## config.mk

```make
export PLATFORM = sky130hd
export DESIGN_NAME = seq_mag_comparator
export DESIGN_NICKNAME = d
export VERILOG_FILES = /design/src/rtl/seq_mag_comparator.sv
export SDC_FILE = /design/constraint.sdc
export NUM_CORES = 1
export LEC_CHECK = 0
export CORE_MARGIN = 10
export CORE_UTILIZATION = 38
export CTS_CLUSTER_SIZE = 14
export DETAILED_ROUTE_END_ITERATION = 6
export GPL_ROUTABILITY_DRIVEN = 0
export GPL_TIMING_DRIVEN = 0
export HOLD_SLACK_MARGIN = 0.05
export PLACE_DENSITY_LB_ADDON = 0.3
export SKIP_LAST_GASP = 1
export SYNTH_ARGS = -nofsm -noshare
export SYNTH_HDL_FRONTEND = slang
export SYNTH_SLANG_ARGS = --single-unit
```

## constraint.sdc

```tcl
create_clock -name clk -period 2.64 [get_ports clk]
set_clock_uncertainty 0.2 [all_clocks]
set_input_delay 0.66 -clock clk [delete_from_list [all_inputs] [get_ports clk]]
set_output_delay 0.66 -clock clk [all_outputs]
set_load 0.02 [all_outputs]
```

## src/rtl/seq_mag_comparator.sv

```systemverilog
// Multi-cycle MSB-first magnitude comparator, DIGIT bits per cycle, signed/unsigned per request.
// Optional SEQCMP_EARLY_EXIT_EN: leave RUN on the first differing slice (default: constant NCHUNK-cycle latency).
module seq_mag_comparator #(
    parameter int WIDTH = 16,
    parameter int DIGIT = 4
) (
    input  logic             clk,
    input  logic             rst_n,
    input  logic             start_valid,
    output logic             start_ready,
    input  logic [WIDTH-1:0] a,
    input  logic [WIDTH-1:0] b,
    input  logic             is_signed,
    output logic             res_valid,
    input  logic             res_ready,
    output logic             gt,
    output logic             eq,
    output logic             lt
);
    localparam int NCHUNK = WIDTH / DIGIT;
    localparam int IDX_W  = (NCHUNK > 1) ? $clog2(NCHUNK) : 1;
    localparam logic [IDX_W-1:0] LAST_IDX = IDX_W'(NCHUNK - 1);
    localparam logic [WIDTH-1:0] SIGN_MSK = WIDTH'(1) << (WIDTH - 1);

    generate
        if (WIDTH < 1 || DIGIT < 1 || (WIDTH % DIGIT) != 0) begin : g_bad_param
            $error("seq_mag_comparator: WIDTH must be >=1 and a multiple of DIGIT");
        end
    endgenerate

    typedef enum logic [1:0] {IDLE, RUN, DONE} state_t;

    state_t           state_q, state_d;
    logic [WIDTH-1:0] a_q, a_d, b_q, b_d;
    logic [IDX_W-1:0] idx_q, idx_d;
    logic             gt_q, gt_d, eq_q, eq_d, lt_q, lt_d;
    logic [DIGIT-1:0] slice_a, slice_b;

    // Flipping the sign bit maps two's-complement order onto unsigned order,
    // so every slice afterwards is a plain unsigned compare.
    function automatic logic [WIDTH-1:0] bias_sign(input logic [WIDTH-1:0] v, input logic s);
        bias_sign = v ^ (s ? SIGN_MSK : '0);
    endfunction

    assign slice_a = a_q[int'(idx_q)*DIGIT +: DIGIT];
    assign slice_b = b_q[int'(idx_q)*DIGIT +: DIGIT];

`ifndef SEQCMP_EARLY_EXIT_EN
    // Sticky decision from the first differing slice; lower slices cannot override it.
    logic sgt_q, sgt_d, slt_q, slt_d;
    logic cur_gt, cur_lt;
`endif

    always_comb begin
        state_d = state_q;
        a_d     = a_q;
        b_d     = b_q;
        idx_d   = idx_q;
        gt_d    = gt_q;
        eq_d    = eq_q;
        lt_d    = lt_q;
`ifndef SEQCMP_EARLY_EXIT_EN
        sgt_d   = sgt_q;
        slt_d   = slt_q;
        cur_gt  = sgt_q | (~slt_q & (slice_a > slice_b));
        cur_lt  = slt_q | (~sgt_q & (slice_a < slice_b));
`endif
        case (state_q)
            IDLE: begin
                if (start_valid) begin
                    a_d     = bias_sign(a, is_signed);
                    b_d     = bias_sign(b, is_signed);
                    idx_d   = LAST_IDX;
                    state_d = RUN;
`ifndef SEQCMP_EARLY_EXIT_EN
                    sgt_d   = 1'b0;
                    slt_d   = 1'b0;
`endif
                end
            end
            RUN: begin
`ifdef SEQCMP_EARLY_EXIT_EN
                if (slice_a != slice_b) begin
                    gt_d    = slice_a > slice_b;
                    lt_d    = slice_a < slice_b;
                    eq_d    = 1'b0;
                    state_d = DONE;
                end else if (idx_q == '0) begin
                    gt_d    = 1'b0;
                    lt_d    = 1'b0;
                    eq_d    = 1'b1;
                    state_d = DONE;
                end else begin
                    idx_d = idx_q - 1'b1;
                end
`else
                sgt_d = cur_gt;
                slt_d = cur_lt;
                if (idx_q == '0) begin
                    gt_d    = cur_gt;
                    lt_d    = cur_lt;
                    eq_d    = ~cur_gt & ~cur_lt;
                    state_d = DONE;
                end else begin
                    idx_d = idx_q - 1'b1;
                end
`endif
            end
            DONE: begin
                if (res_ready) state_d = IDLE;
            end
            default: state_d = IDLE;
        endcase
    end

    always_ff @(posedge clk or negedge rst_n) begin
        if (!rst_n) begin
            state_q <= IDLE;
            a_q     <= '0;
            b_q     <= '0;
            idx_q   <= '0;
            gt_q    <= 1'b0;
            eq_q    <= 1'b0;
            lt_q    <= 1'b0;
`ifndef SEQCMP_EARLY_EXIT_EN
            sgt_q   <= 1'b0;
            slt_q   <= 1'b0;
`endif
        end else begin
            state_q <= state_d;
            a_q     <= a_d;
            b_q     <= b_d;
            idx_q   <= idx_d;
            gt_q    <= gt_d;
            eq_q    <= eq_d;
            lt_q    <= lt_d;
`ifndef SEQCMP_EARLY_EXIT_EN
            sgt_q   <= sgt_d;
            slt_q   <= slt_d;
`endif
        end
    end

    assign start_ready = (state_q == IDLE);
    assign res_valid   = (state_q == DONE);
    assign gt          = gt_q;
    assign eq          = eq_q;
    assign lt          = lt_q;
endmodule

```

Word level (Yosys, flattened, before mapping). Cells that the tools add are included. Widths: inputs -> output; s select.

Flip-flop bits (word level): 41. Input bits: 37. Output and inout port bits: 5. Word-level logic and storage cells: 50.

$add $sub $neg: 1. Magnitude comparators: 2. Equality and inequality tests: 6. Shift-type cells: 2. Multiplexer cells: 11. Bitwise logic cells: 11. Reductions and logical operators: 8.

Operators by type and width (count): $shiftx 16x5->4 (2); $xor 16x16->16 (2); $mux 16 (1); $mux 2 (5); $ne 2x2->1 const B (3); $pmux 2 s3 (1); $reduce_and 2->1 (3); $reduce_and 3->1 (2); $gt 4x4->1 (1); $logic_not 2->1 (2); $lt 4x4->1 (1); $not 1->1 (4); $pmux 1 s2 (2); $pmux 2 s2 (1); $and 1x1->1 (3); $eq 2x1->1 const B (1); $eq 2x2->1 const B (1); $ne 2x1->1 const B (1); $or 1x1->1 (2); $reduce_bool 2->1 (1); $sub 2x1->2 const B (1); $mux 1 (1).

Depth between registers and ports, before layout. Gate-level depths: netlist of run 1.

Depth in word-level cells: 6. Gate-level depth with buffers: 8. Gate-level depth less buffers: 7.

Least setup slack after synthesis of run 1. OpenSTA, ideal clock, no wires.

Kind: flip-flop to flip-flop. Start: register idx_q[0]. End: register gt_q (netlist: gt). Setup time: 0.135 ns. Arrival time: 2.124 ns. Data required time: 2.305 ns. Setup slack: 0.182 ns. Cell stages (with the launch flop): 7. Path buffers: 1. Clock period less this slack: 2.458 ns. Cells stage by stage: dfrtp_1 buf_2 mux4_2 ha_1 a211o_1 a31oi_1 o31ai_1.

Cells in the longest elaborated chain, start to end: 4. Elaborated cells between the ends (all ways): 7. Those cells by class: order compare: 1; shift: 2; bitwise: 2; reduce/logical: 2.

RTL lines: from (decl) (RTL line 35) `logic [IDX_W-1:0] idx_q, idx_d;`; from (signal assigned) (RTL line 133) `idx_q <= idx_d;`; $shiftx 16x5->4, on equally long branches (RTL line 45, 46); $gt 4x4->1 (RTL line 65) `cur_gt = sgt_q | (~slt_q & (slice_a > slice_b));`; $and 1x1->1 (RTL line 65); $or 1x1->1 (RTL line 65); to (signal assigned) (RTL line 134) `gt_q <= gt_d;`; to (decl) (RTL line 36) `logic gt_q, gt_d, eq_q, eq_d, lt_q, lt_d;`.

Parallel ways exist; a longest one is shown, timed or not. A chain may end at the register's enable or synchronous reset.

Worst setup path after layout of run 1.
Start: register idx_q[0]. End: register sgt_q.

Cells in the longest elaborated chain, start to end: 5. Elaborated cells between the ends (all ways): 6. Those cells by class: order compare: 1; shift: 2; mux: 1; bitwise: 2.

RTL lines: $shiftx 16x5->4, on equally long branches (RTL line 45, 46); $gt 4x4->1 (*) (RTL line 65); $and 1x1->1 (*) (RTL line 65); $or 1x1->1 (*) (RTL line 65); $pmux 1 s2 (*) (RTL line 68) `case (state_q)`; to (signal assigned) (RTL line 138) `sgt_q <= sgt_d;`; to (decl) (RTL line 50) `logic sgt_q, sgt_d, slt_q, slt_d;`.

Every way passes the cells marked *; elsewhere a longest branch is shown, timed or not.

==> results of run 1 <==
[cells in the final DEF (no fill, tap or decap)]
cell type,count
sky130_fd_sc_hd__nand2_1,95
sky130_fd_sc_hd__dfrtp_1,41
sky130_fd_sc_hd__clkdlybuf4s50_1,40
sky130_fd_sc_hd__mux4_2,8
sky130_fd_sc_hd__inv_1,8
sky130_fd_sc_hd__clkbuf_8,6
sky130_fd_sc_hd__clkbuf_1,5
sky130_fd_sc_hd__ha_1,5
sky130_fd_sc_hd__buf_2,4
sky130_fd_sc_hd__o21ai_1,4
sky130_fd_sc_hd__nand2b_1,3
sky130_fd_sc_hd__nor2_1,2
sky130_fd_sc_hd__a21oi_1,2
sky130_fd_sc_hd__xnor2_1,2
sky130_fd_sc_hd__o31ai_1,2
sky130_fd_sc_hd__clkbuf_4,1
sky130_fd_sc_hd__and2_1,1
sky130_fd_sc_hd__nor3_1,1
sky130_fd_sc_hd__and2b_1,1
sky130_fd_sc_hd__nand2_2,1
sky130_fd_sc_hd__o21ai_0,1
sky130_fd_sc_hd__a2bb2oi_1,1
sky130_fd_sc_hd__clkinv_1,1
sky130_fd_sc_hd__a21o_1,1
sky130_fd_sc_hd__a211o_1,1
sky130_fd_sc_hd__a31oi_4,1
sky130_fd_sc_hd__nand4_1,1
sky130_fd_sc_hd__or4_1,1
sky130_fd_sc_hd__o31a_1,1
sky130_fd_sc_hd__nand3_1,1
sky130_fd_sc_hd__a22o_1,1
sky130_fd_sc_hd__buf_1,1
sky130_fd_sc_hd__bufinv_16,1
sky130_fd_sc_hd__buf_12,1
[registers in the layout (all words and copies together), names as in the netlist]
name / cells
slt_q: 1
gt: 1
lt: 1
eq: 1
a_q: 16
idx_q: 2
state_q: 2
sgt_q: 1
b_q: 16
[worst paths after layout]
path,startpoint,slack [ns],end
min reg2reg,a_q[10],0.28,a_q[10]
max in group asynchronous,rst_n,1.93,a_q[5]
min in group clk,a_q[10],0.28,a_q[10]
min,rst_n,0.11,b_q[11]
max reg2reg,idx_q[0],0.11,sgt_q
max,idx_q[0],0.11,sgt_q
[area by class of cell]
type                    instances  area (µm²)  share of cell area (%)
inverters                       9        33.8                    1.34
flip-flops and latches         41        1030                    40.6
clock buffers                   7        86.3                    3.42
multi-input cells             137         801                    31.7
plain buffers                   9        41.3                    1.63
repair buffers                 42         425                    16.8
well taps                      67        83.8                    3.32
clock inverters                 1        30.0                    1.19
[critical path, delay by kind of cell, from the launching register on]
kind	cells	cell delay, ns
fa+ha+maj	1	0.37
buf+inv	1	0.26
mux	1	0.53
compound gates	3	0.67
flops	1	0.38
[power groups by stage]
stage                     clock (mW)  combinational [mW]  sequential (mW)
final                          0.525                1.40             1.09
after global placement             0                1.28             1.09
after global routing           0.569                1.58             1.13
after CTS                      0.535                1.36             1.09
after detailed placement           0                1.32             1.10
after floorplan                    0               0.959             1.07
[repair_timing]
| action | CTS | global route |
|---|---|---|
| pin swaps | 0 | 0 |
| endpoints found under the setup margin | 5 | 5 |
| resized for setup | 1 | 2 |
| cloned | 0 | 0 |
[cells by family after synthesis]
family	synth area share [%]
AO/OA/AOI/OAI	5.25
XOR/XNOR	0.930
adder cells (fa/ha/maj)	3.32
buffers and inverters	3.85
flip-flops	54.4
multiplexers	9.56
AND/OR/NAND/NOR	22.6
[through the flow]
stage / area, µm² / utilization [%] / hold WS [ns]
final: 2530 / 53.2 / 0.115
after global routing: 2530 / 53.2 / 0.125
after CTS: 2520 / 52.9 / 0.124
after detailed placement: 2390 / 50.3 / 0.258
after global placement: 2380 / 50.0 / 0.252
after floorplan: 1880 / - / 0.164
[per-layer routing]
layer  vias to the layer above  routed length (µm)
met5                         -                   0
met3                         4                 161
met4                         0                  60
met1                       649                1950
li1                        733                   -
met2                        30                1920
==> impl_results.html, run 1 <==
<table>
<tr><th>Metric</th><th>Value</th></tr>
<tr><th colspan="2">Run status</th></tr>
<tr><td>Run status</td><td>finished clean</td></tr>
<tr><th colspan="2">Finish</th></tr>
<tr><td>Share of layout cells above drive strength 1</td><td>roughly a tenth</td></tr>
<tr><td>Synth-to-Final Area Change</td><td>34.1%</td></tr>
<tr><td>Non-filler cells in the finished layout</td><td>313</td></tr>
<tr><td>Number of filler cells placed in the layout</td><td>459</td></tr>
<tr><td>Ant. Diodes</td><td>0</td></tr>
<tr><td>Total Nets Final</td><td>287</td></tr>
<tr><th colspan="2">STA</th></tr>
<tr><td>Count of final setup violators</td><td>0</td></tr>
<tr><td>Slew at the pin with the worst max-slew slack</td><td>0.537 ns</td></tr>
<tr><td>Max-slew violation total from the final report</td><td>0</td></tr>
<tr><td>Worst-case setup margin in the final layout</td><td>0.112 ns</td></tr>
<tr><td>Shortest period the worst path allows</td><td>2.53 ns</td></tr>
<tr><td>Worst rel slew slack</td><td>64.2%</td></tr>
<tr><td>Final Hold Fails</td><td>0</td></tr>
<tr><td>Final period utilization</td><td>95.7%</td></tr>
<tr><td>Setup repair after global routing missed its margin</td><td>false</td></tr>
<tr><td>Maximum operating frequency</td><td>396 MHz</td></tr>
<tr><td>Post-Route Setup TNS</td><td>0 ns</td></tr>
<tr><th colspan="2">Power and ir drop</th></tr>
<tr><td>Internal power consumption</td><td>1.90 mW</td></tr>
<tr><td>Total power consumption of the routed design</td><td>between 3 and 4 mW</td></tr>
<tr><td>Static leakage</td><td>1.23 nW</td></tr>
<tr><td>Proportion of power drawn by flip-flops and latches</td><td>between 30% and 40%</td></tr>
<tr><td>P per Cell Area</td><td>1190 mW/mm²</td></tr>
<tr><td>Part of the total power dissipated in combinational logic</td><td>between 40% and 50%</td></tr>
<tr><td>Switching power total</td><td>1.11 mW</td></tr>
<tr><td>Clk network pwr share</td><td>~17%</td></tr>
<tr><td>Fraction of power spent switching nets</td><td>about 37%</td></tr>
<tr><td>Largest voltage drop on the vdd net</td><td>around 0.00047 V</td></tr>
<tr><th colspan="2">Placement</th></tr>
<tr><td>Total of buffers placed on input and output ports</td><td>41</td></tr>
<tr><td>Cell count after placement</td><td>305</td></tr>
<tr><td>Worst-case setup slack after placement</td><td>-0.0863 ns</td></tr>
<tr><td>HPWL after detailed placement</td><td>3080 µm</td></tr>
<tr><th colspan="2">Clock network</th></tr>
<tr><td>Maximum level of the CTS H-tree</td><td>2</td></tr>
<tr><td>Clock input transition at the sequential cells of the worst setup and hold paths</td><td>0.08 ns</td></tr>
<tr><td>TritonCTS Sinks</td><td>41</td></tr>
<tr><td>Clock network latency to the later pin of the worst-skew pair</td><td>approximately 0.29 ns</td></tr>
<tr><td>TritonCTS Buffers</td><td>5</td></tr>
<tr><td>Post-CTS Hold Buffers</td><td>0</td></tr>
<tr><td>Clock tree from TritonCTS</td><td>yes</td></tr>
<tr><td>Deepest clock path buffer count</td><td>2</td></tr>
<tr><td>Buffers inserted during post-CTS setup optimization</td><td>0</td></tr>
<tr><td>CTS root buffer</td><td>sky130_fd_sc_hd__clkbuf_8</td></tr>
<tr><th colspan="2">Critical path</th></tr>
<tr><td>Largest fanout on the critical path</td><td>10</td></tr>
<tr><td>CP Launch Type</td><td>register</td></tr>
<tr><td>List of cells traversed by the critical path</td><td>clkbuf_4, mux4_2, ha_1, a211o_1, a31oi_4, o31ai_1</td></tr>
<tr><td>Register-to-Register Path Depth</td><td>6</td></tr>
<tr><td>Worst setup EP type</td><td>register</td></tr>
<tr><td>Startpoint-to-endpoint class of the critical path</td><td>register to register</td></tr>
<tr><td>Slowest-stage cell, CP</td><td>sky130_fd_sc_hd__mux4_2</td></tr>
<tr><td>Delay of the slowest cell on the worst path</td><td>0.53 ns</td></tr>
<tr><td>Endpoint required time on the critical path</td><td>between 2 and 3 ns</td></tr>
<tr><td>WP data arrival</td><td>2.51 ns</td></tr>
<tr><th colspan="2">Global route</th></tr>
<tr><td>Global-route layer with the greatest usage</td><td>met2</td></tr>
<tr><td>Initial antenna violation count</td><td>0</td></tr>
<tr><td>Total congestion overflow after global routing</td><td>0</td></tr>
<tr><td>Vias in the first global route</td><td>1576</td></tr>
<tr><td>Overall routing resource usage</td><td>10.7%</td></tr>
<tr><td>Met2 track demand over resource</td><td>17.9%</td></tr>
<tr><td>Largest net degree at the start of global routing</td><td>42</td></tr>
<tr><td>Fraction of met1 tracks used by global routing</td><td>11.9%</td></tr>
<tr><td>Global-route track usage on met3</td><td>4.32%</td></tr>
<tr><td>First-pass GRT wire length</td><td>7160 µm</td></tr>
<tr><th colspan="2">Synth</th></tr>
<tr><td>Part of the Yosys area used for sequential elements</td><td>54.4%</td></tr>
<tr><td>Syn. warnings</td><td>0</td></tr>
<tr><td>Biggest area consumer among synthesized cells</td><td>sky130_fd_sc_hd__dfrtp_1</td></tr>
<tr><td>Register bit total from synthesis</td><td>41</td></tr>
<tr><td>Number of nets produced by synthesis</td><td>238</td></tr>
<tr><td>Post-synth top area share</td><td>54.4%</td></tr>
<tr><td>Syn Std Cell Area</td><td>0.00188 mm²</td></tr>
<tr><td>Avg Synthesized Cell Area</td><td>around 9.6 µm²</td></tr>
<tr><td>Most common library cells after synthesis</td><td>95 x sky130_fd_sc_hd__nand2_1, 41 x sky130_fd_sc_hd__dfrtp_1, 8 x sky130_fd_sc_hd__inv_1, 8 x sky130_fd_sc_hd__mux4_2, 5 x sky130_fd_sc_hd__ha_1</td></tr>
<tr><td>Post-Syn Instances</td><td>196</td></tr>
<tr><td>Most used DFF post-synth</td><td>sky130_fd_sc_hd__dfrtp_1</td></tr>
<tr><td>Leading post-synthesis cells by cell area</td><td>sky130_fd_sc_hd__dfrtp_1 54%, sky130_fd_sc_hd__nand2_1 19%, sky130_fd_sc_hd__mux4_2 9.6%, sky130_fd_sc_hd__ha_1 3.3%, sky130_fd_sc_hd__inv_1 1.6%</td></tr>
<tr><td>Count of unique library cells instantiated by Yosys</td><td>29</td></tr>
<tr><td>Most common cell in the netlist</td><td>sky130_fd_sc_hd__nand2_1</td></tr>
<tr><td>Proportion of register bits with asynchronous set or reset after synthesis</td><td>100%</td></tr>
<tr><td>Number of synthesized flops with an enable pin</td><td>0</td></tr>
<tr><th colspan="2">Die</th></tr>
<tr><td>Die Ht</td><td>90.4 µm</td></tr>
<tr><td>Core Area</td><td>~0.0048 mm²</td></tr>
<tr><td>Floorplan row count</td><td>25</td></tr>
<tr><td>Initial Util</td><td>roughly two fifths</td></tr>
<tr><td>Area of the die</td><td>between 0.008 and 0.009 mm²</td></tr>
<tr><td>Die Span X</td><td>roughly 90 µm</td></tr>
<tr><td>I/O pin count</td><td>42</td></tr>
<tr><th colspan="2">Route</th></tr>
<tr><td>Post-detailed-route DRC marker count</td><td>0</td></tr>
<tr><td>Routed vias</td><td>1416</td></tr>
<tr><td>Final ANT Viol Nets</td><td>0</td></tr>
<tr><td>Drt first pass iters</td><td>4</td></tr>
<tr><td>Wire length per cell</td><td>13.1 µm</td></tr>
<tr><td>Total length of routed wires</td><td>4090 µm</td></tr>
<tr><td>First-iteration detailed-routing DRC count</td><td>67</td></tr>
<tr><td>Vias/cell</td><td>4.52</td></tr>
<tr><th colspan="2">Worst hold path</th></tr>
<tr><td>Kind of path behind the tightest hold check</td><td>primary input to async pin</td></tr>
<tr><th colspan="2">Flow run</th></tr>
<tr><td>Maximum Capacitance Violations</td><td>0</td></tr>
</table>
No activity file was read; power rests on OpenSTA's default activity.
==> inputs of run 2 (changes only) <==
--- a/config.mk
+++ b/config.mk
@@ -13,6 +13,7 @@
 export GPL_TIMING_DRIVEN = 0
 export HOLD_SLACK_MARGIN = 0.05
 export PLACE_DENSITY_LB_ADDON = 0.3
+export RECOVER_POWER = 100
 export SKIP_LAST_GASP = 1
 export SYNTH_ARGS = -nofsm -noshare
 export SYNTH_HDL_FRONTEND = slang
==> impl_results.html, run 2 (synthesis gave the netlist of run 1 again) <==
<table>
<tr><th>Metric</th><th>Value</th></tr>
<tr><th colspan="2">Run status</th></tr>
<tr><td>Run status</td><td>finished clean</td></tr>
<tr><th colspan="2">Finish</th></tr>
<tr><td>Non-filler cells in the finished layout</td><td>313 (unchanged)</td></tr>
<tr><td>Post-Route Utilization</td><td>52.8% (-0.37 points)</td></tr>
<tr><td>Total Nets Final</td><td>287 (unchanged)</td></tr>
<tr><td>Highest-count cells in the layout ignoring fill and taps</td><td>96 x sky130_fd_sc_hd__nand2_1, 41 x sky130_fd_sc_hd__dfrtp_1, 34 x sky130_fd_sc_hd__clkdlybuf4s50_1, 8 x sky130_fd_sc_hd__mux4_2, 8 x sky130_fd_sc_hd__inv_1</td></tr>
<tr><td>Share of layout cells above drive strength 1</td><td>8.94% (-0.41 points)</td></tr>
<tr><td>Ant. Diodes</td><td>0 (unchanged)</td></tr>
<tr><td>Leading registers by flop count</td><td>a_q x16, b_q x16</td></tr>
<tr><td>Synth-to-Final Area Change</td><td>33.2%</td></tr>
<tr><td>Most common cell after layout, fill and taps aside</td><td>sky130_fd_sc_hd__nand2_1</td></tr>
<tr><th colspan="2">Power and ir drop</th></tr>
<tr><td>Switching power total</td><td>1.10 mW (-0.99%)</td></tr>
<tr><td>Clk network pwr share</td><td>17.5% (about the same)</td></tr>
<tr><td>P per Cell Area</td><td>1190 mW/mm² (-0.27%)</td></tr>
<tr><td>Part of the total power dissipated in combinational logic</td><td>46.2% (-0.3 points)</td></tr>
<tr><td>Largest voltage drop on the vdd net</td><td>0.000468 V (-0.13%)</td></tr>
<tr><td>Internal power consumption</td><td>1.89 mW (-0.95%)</td></tr>
<tr><td>Static leakage</td><td>1.23 nW (+0.24%)</td></tr>
<tr><td>Proportion of power drawn by flip-flops and latches</td><td>36.4% (+0.4 points)</td></tr>
<tr><td>Fraction of power spent switching nets</td><td>36.8% (about the same)</td></tr>
<tr><th colspan="2">Global route</th></tr>
<tr><td>Fraction of met1 tracks used by global routing</td><td>11.9% (unchanged)</td></tr>
<tr><td>Total congestion overflow after global routing</td><td>0 (unchanged)</td></tr>
<tr><td>Global-route layer with the greatest usage</td><td>met2</td></tr>
<tr><td>Overall routing resource usage</td><td>10.7% (unchanged)</td></tr>
<tr><td>Vias in the first global route</td><td>1576 (unchanged)</td></tr>
<tr><td>Global-route track usage on met3</td><td>4.32% (unchanged)</td></tr>
<tr><td>Met2 track demand over resource</td><td>17.9% (unchanged)</td></tr>
<tr><td>Largest net degree at the start of global routing</td><td>42 (unchanged)</td></tr>
<tr><td>First-pass GRT wire length</td><td>7160 µm (unchanged)</td></tr>
<tr><td>Initial antenna violation count</td><td>0 (unchanged)</td></tr>
<tr><th colspan="2">Die</th></tr>
<tr><td>Floorplan row count</td><td>25 (unchanged)</td></tr>
<tr><td>Area of the die</td><td>0.00818 mm² (unchanged)</td></tr>
<tr><td>Die Span X</td><td>90.4 µm (unchanged)</td></tr>
<tr><td>Initial Util</td><td>39.6% (unchanged)</td></tr>
<tr><td>I/O pin count</td><td>42 (unchanged)</td></tr>
<tr><td>Die Ht</td><td>90.4 µm (unchanged)</td></tr>
<tr><td>Core Area</td><td>0.00475 mm² (unchanged)</td></tr>
<tr><th colspan="2">Clock network</th></tr>
<tr><td>CTS root buffer</td><td>sky130_fd_sc_hd__clkbuf_8</td></tr>
<tr><td>TritonCTS Sinks</td><td>41 (unchanged)</td></tr>
<tr><td>Clock tree from TritonCTS</td><td>yes</td></tr>
<tr><td>TritonCTS Buffers</td><td>5 (unchanged)</td></tr>
<tr><td>Clock network latency to the later pin of the worst-skew pair</td><td>0.29 ns (about the same)</td></tr>
<tr><td>Maximum level of the CTS H-tree</td><td>2 (unchanged)</td></tr>
<tr><td>Deepest clock path buffer count</td><td>2 (unchanged)</td></tr>
<tr><td>Buffers inserted during post-CTS setup optimization</td><td>0 (unchanged)</td></tr>
<tr><td>Clock input transition at the sequential cells of the worst setup and hold paths</td><td>0.08 ns (about the same)</td></tr>
<tr><th colspan="2">STA</th></tr>
<tr><td>Final Hold Fails</td><td>0 (unchanged)</td></tr>
<tr><td>Count of final setup violators</td><td>0 (unchanged)</td></tr>
<tr><td>Worst rel slew slack</td><td>33.4% (-31 points)</td></tr>
<tr><td>Final period utilization</td><td>95.7% (about the same)</td></tr>
<tr><td>Maximum operating frequency</td><td>396 MHz (about the same)</td></tr>
<tr><td>Max-slew violation total from the final report</td><td>0 (unchanged)</td></tr>
<tr><td>Slew at the pin with the worst max-slew slack</td><td>0.998 ns (+0.462 ns)</td></tr>
<tr><td>Setup repair after global routing missed its margin</td><td>false</td></tr>
<tr><td>Shortest period the worst path allows</td><td>2.53 ns (-0.000442 ns)</td></tr>
<tr><td>Post-Route Setup TNS</td><td>0 ns (unchanged)</td></tr>
<tr><th colspan="2">Route</th></tr>
<tr><td>Final ANT Viol Nets</td><td>0 (unchanged)</td></tr>
<tr><td>Total length of routed wires</td><td>4070 µm (-0.37%)</td></tr>
<tr><td>Wire length per cell</td><td>13.0 µm (-0.37%)</td></tr>
<tr><td>Post-detailed-route DRC marker count</td><td>0 (unchanged)</td></tr>
<tr><td>Drt first pass iters</td><td>4 (unchanged)</td></tr>
<tr><td>Routed vias</td><td>1420 (+0.28%)</td></tr>
<tr><td>Vias/cell</td><td>4.54 (+0.28%)</td></tr>
<tr><td>First-iteration detailed-routing DRC count</td><td>42 (-37%)</td></tr>
<tr><th colspan="2">Critical path</th></tr>
<tr><td>Endpoint required time on the critical path</td><td>2.61 ns (about the same)</td></tr>
<tr><td>Worst setup EP type</td><td>register</td></tr>
<tr><td>Largest fanout on the critical path</td><td>10 (unchanged)</td></tr>
<tr><td>WP data arrival</td><td>2.50 ns (about the same)</td></tr>
<tr><td>Startpoint-to-endpoint class of the critical path</td><td>register to register</td></tr>
<tr><td>CP Launch Type</td><td>register</td></tr>
<tr><td>Register-to-register setup slack</td><td>0.11 ns (about the same)</td></tr>
<tr><th colspan="2">Placement</th></tr>
<tr><td>Total of buffers placed on input and output ports</td><td>41 (unchanged)</td></tr>
<tr><td>HPWL after detailed placement</td><td>3080 µm (unchanged)</td></tr>
<tr><td>Cell count after placement</td><td>305 (unchanged)</td></tr>
<tr><th colspan="2">Flow run</th></tr>
<tr><td>Maximum Capacitance Violations</td><td>0 (unchanged)</td></tr>
<tr><th colspan="2">Worst hold path</th></tr>
<tr><td>Kind of path behind the tightest hold check</td><td>register to register</td></tr>
</table>
run 2: cell count changes in the layout (fill, tap and decap cells not counted), moves of 3 or more:
cell	change
sky130_fd_sc_hd__clkdlybuf4s50_1	-6
sky130_fd_sc_hd__dlygate4sd3_1	+6
sky130_fd_sc_hd__o21ai_1	-3
sky130_fd_sc_hd__o21ai_0	+3
run 2: power by group through the flow:
stage          Sequential, mW  Clock [mW]  Combinational (mW)
6_report                 1.09       0.521                1.38
5_1_grt                  1.13       0.569                1.56
4_1_cts                  1.09       0.535                1.36
3_5_place_dp             1.10           0                1.32
3_3_place_gp             1.09           0                1.28
2_1_floorplan            1.07           0               0.959
run 2: through the flow:
step / instance area (µm²) / hold slack [ns] / total power [mW] / setup slack, ns
final: 2510 / 0.276 / 2.99 / 0.113
after global routing: 2510 / 0.303 / 3.25 / 0.0157
after CTS: 2520 / 0.124 / 2.99 / 0.00375
after detailed placement: 2390 / 0.258 / 2.42 / -0.0863
after global placement: 2380 / 0.252 / 2.37 / -0.313
after floorplan: 1880 / 0.164 / 2.03 / 0.182
run 2: layer usage:
| layer | wire, µm | vias to the layer above |
|---|---|---|
| li1 | - | 733 |
| met1 | 1900 | 654 |
| met2 | 1990 | 29 |
| met3 | 135 | 4 |
| met4 | 52 | 0 |
| met5 | 0 | - |
run 2: what timing repair did:
item                       CTS  global route
hold endpoints to repair     0             0
pin swaps                    0             0
setup endpoints to repair    5             5
hold buffers                 0             0
gates resized for setup      1             2
run 2: cell type report:
cell class / instances / area (µm²)
Clock inverter: 1 / 30.0
Sequential cell: 41 / 1030
Inverter: 9 / 33.8
Fill cell: 461 / 2240
Clock buffer: 7 / 86.3
Tap cell: 67 / 83.8
Buffer: 9 / 41.3
Multi-Input combinational cell: 137 / 798
Timing Repair Buffer: 42 / 410
run 2: worst max-delay path, cell delays in order (launching register included):
cell	delay (ns)
sky130_fd_sc_hd__dfrtp_1	0.38
sky130_fd_sc_hd__clkbuf_4	0.26
sky130_fd_sc_hd__mux4_2	0.53
sky130_fd_sc_hd__ha_1	0.37
sky130_fd_sc_hd__a211o_1	0.34
sky130_fd_sc_hd__a31oi_4	0.23
sky130_fd_sc_hd__o31ai_1	0.11
run 2: final timing paths:
kind | to | from | depth (start not counted)
max in group asynchronous | a_q[5] | rst_n | 2
min in group asynchronous | b_q[11] | rst_n | 2
worst min-delay path | a_q[14] | a_q[14] | 2
worst max register to register | sgt_q | idx_q[0] | 6
worst min register to register | a_q[14] | a_q[14] | 2
worst max-delay path | sgt_q | idx_q[0] | 6
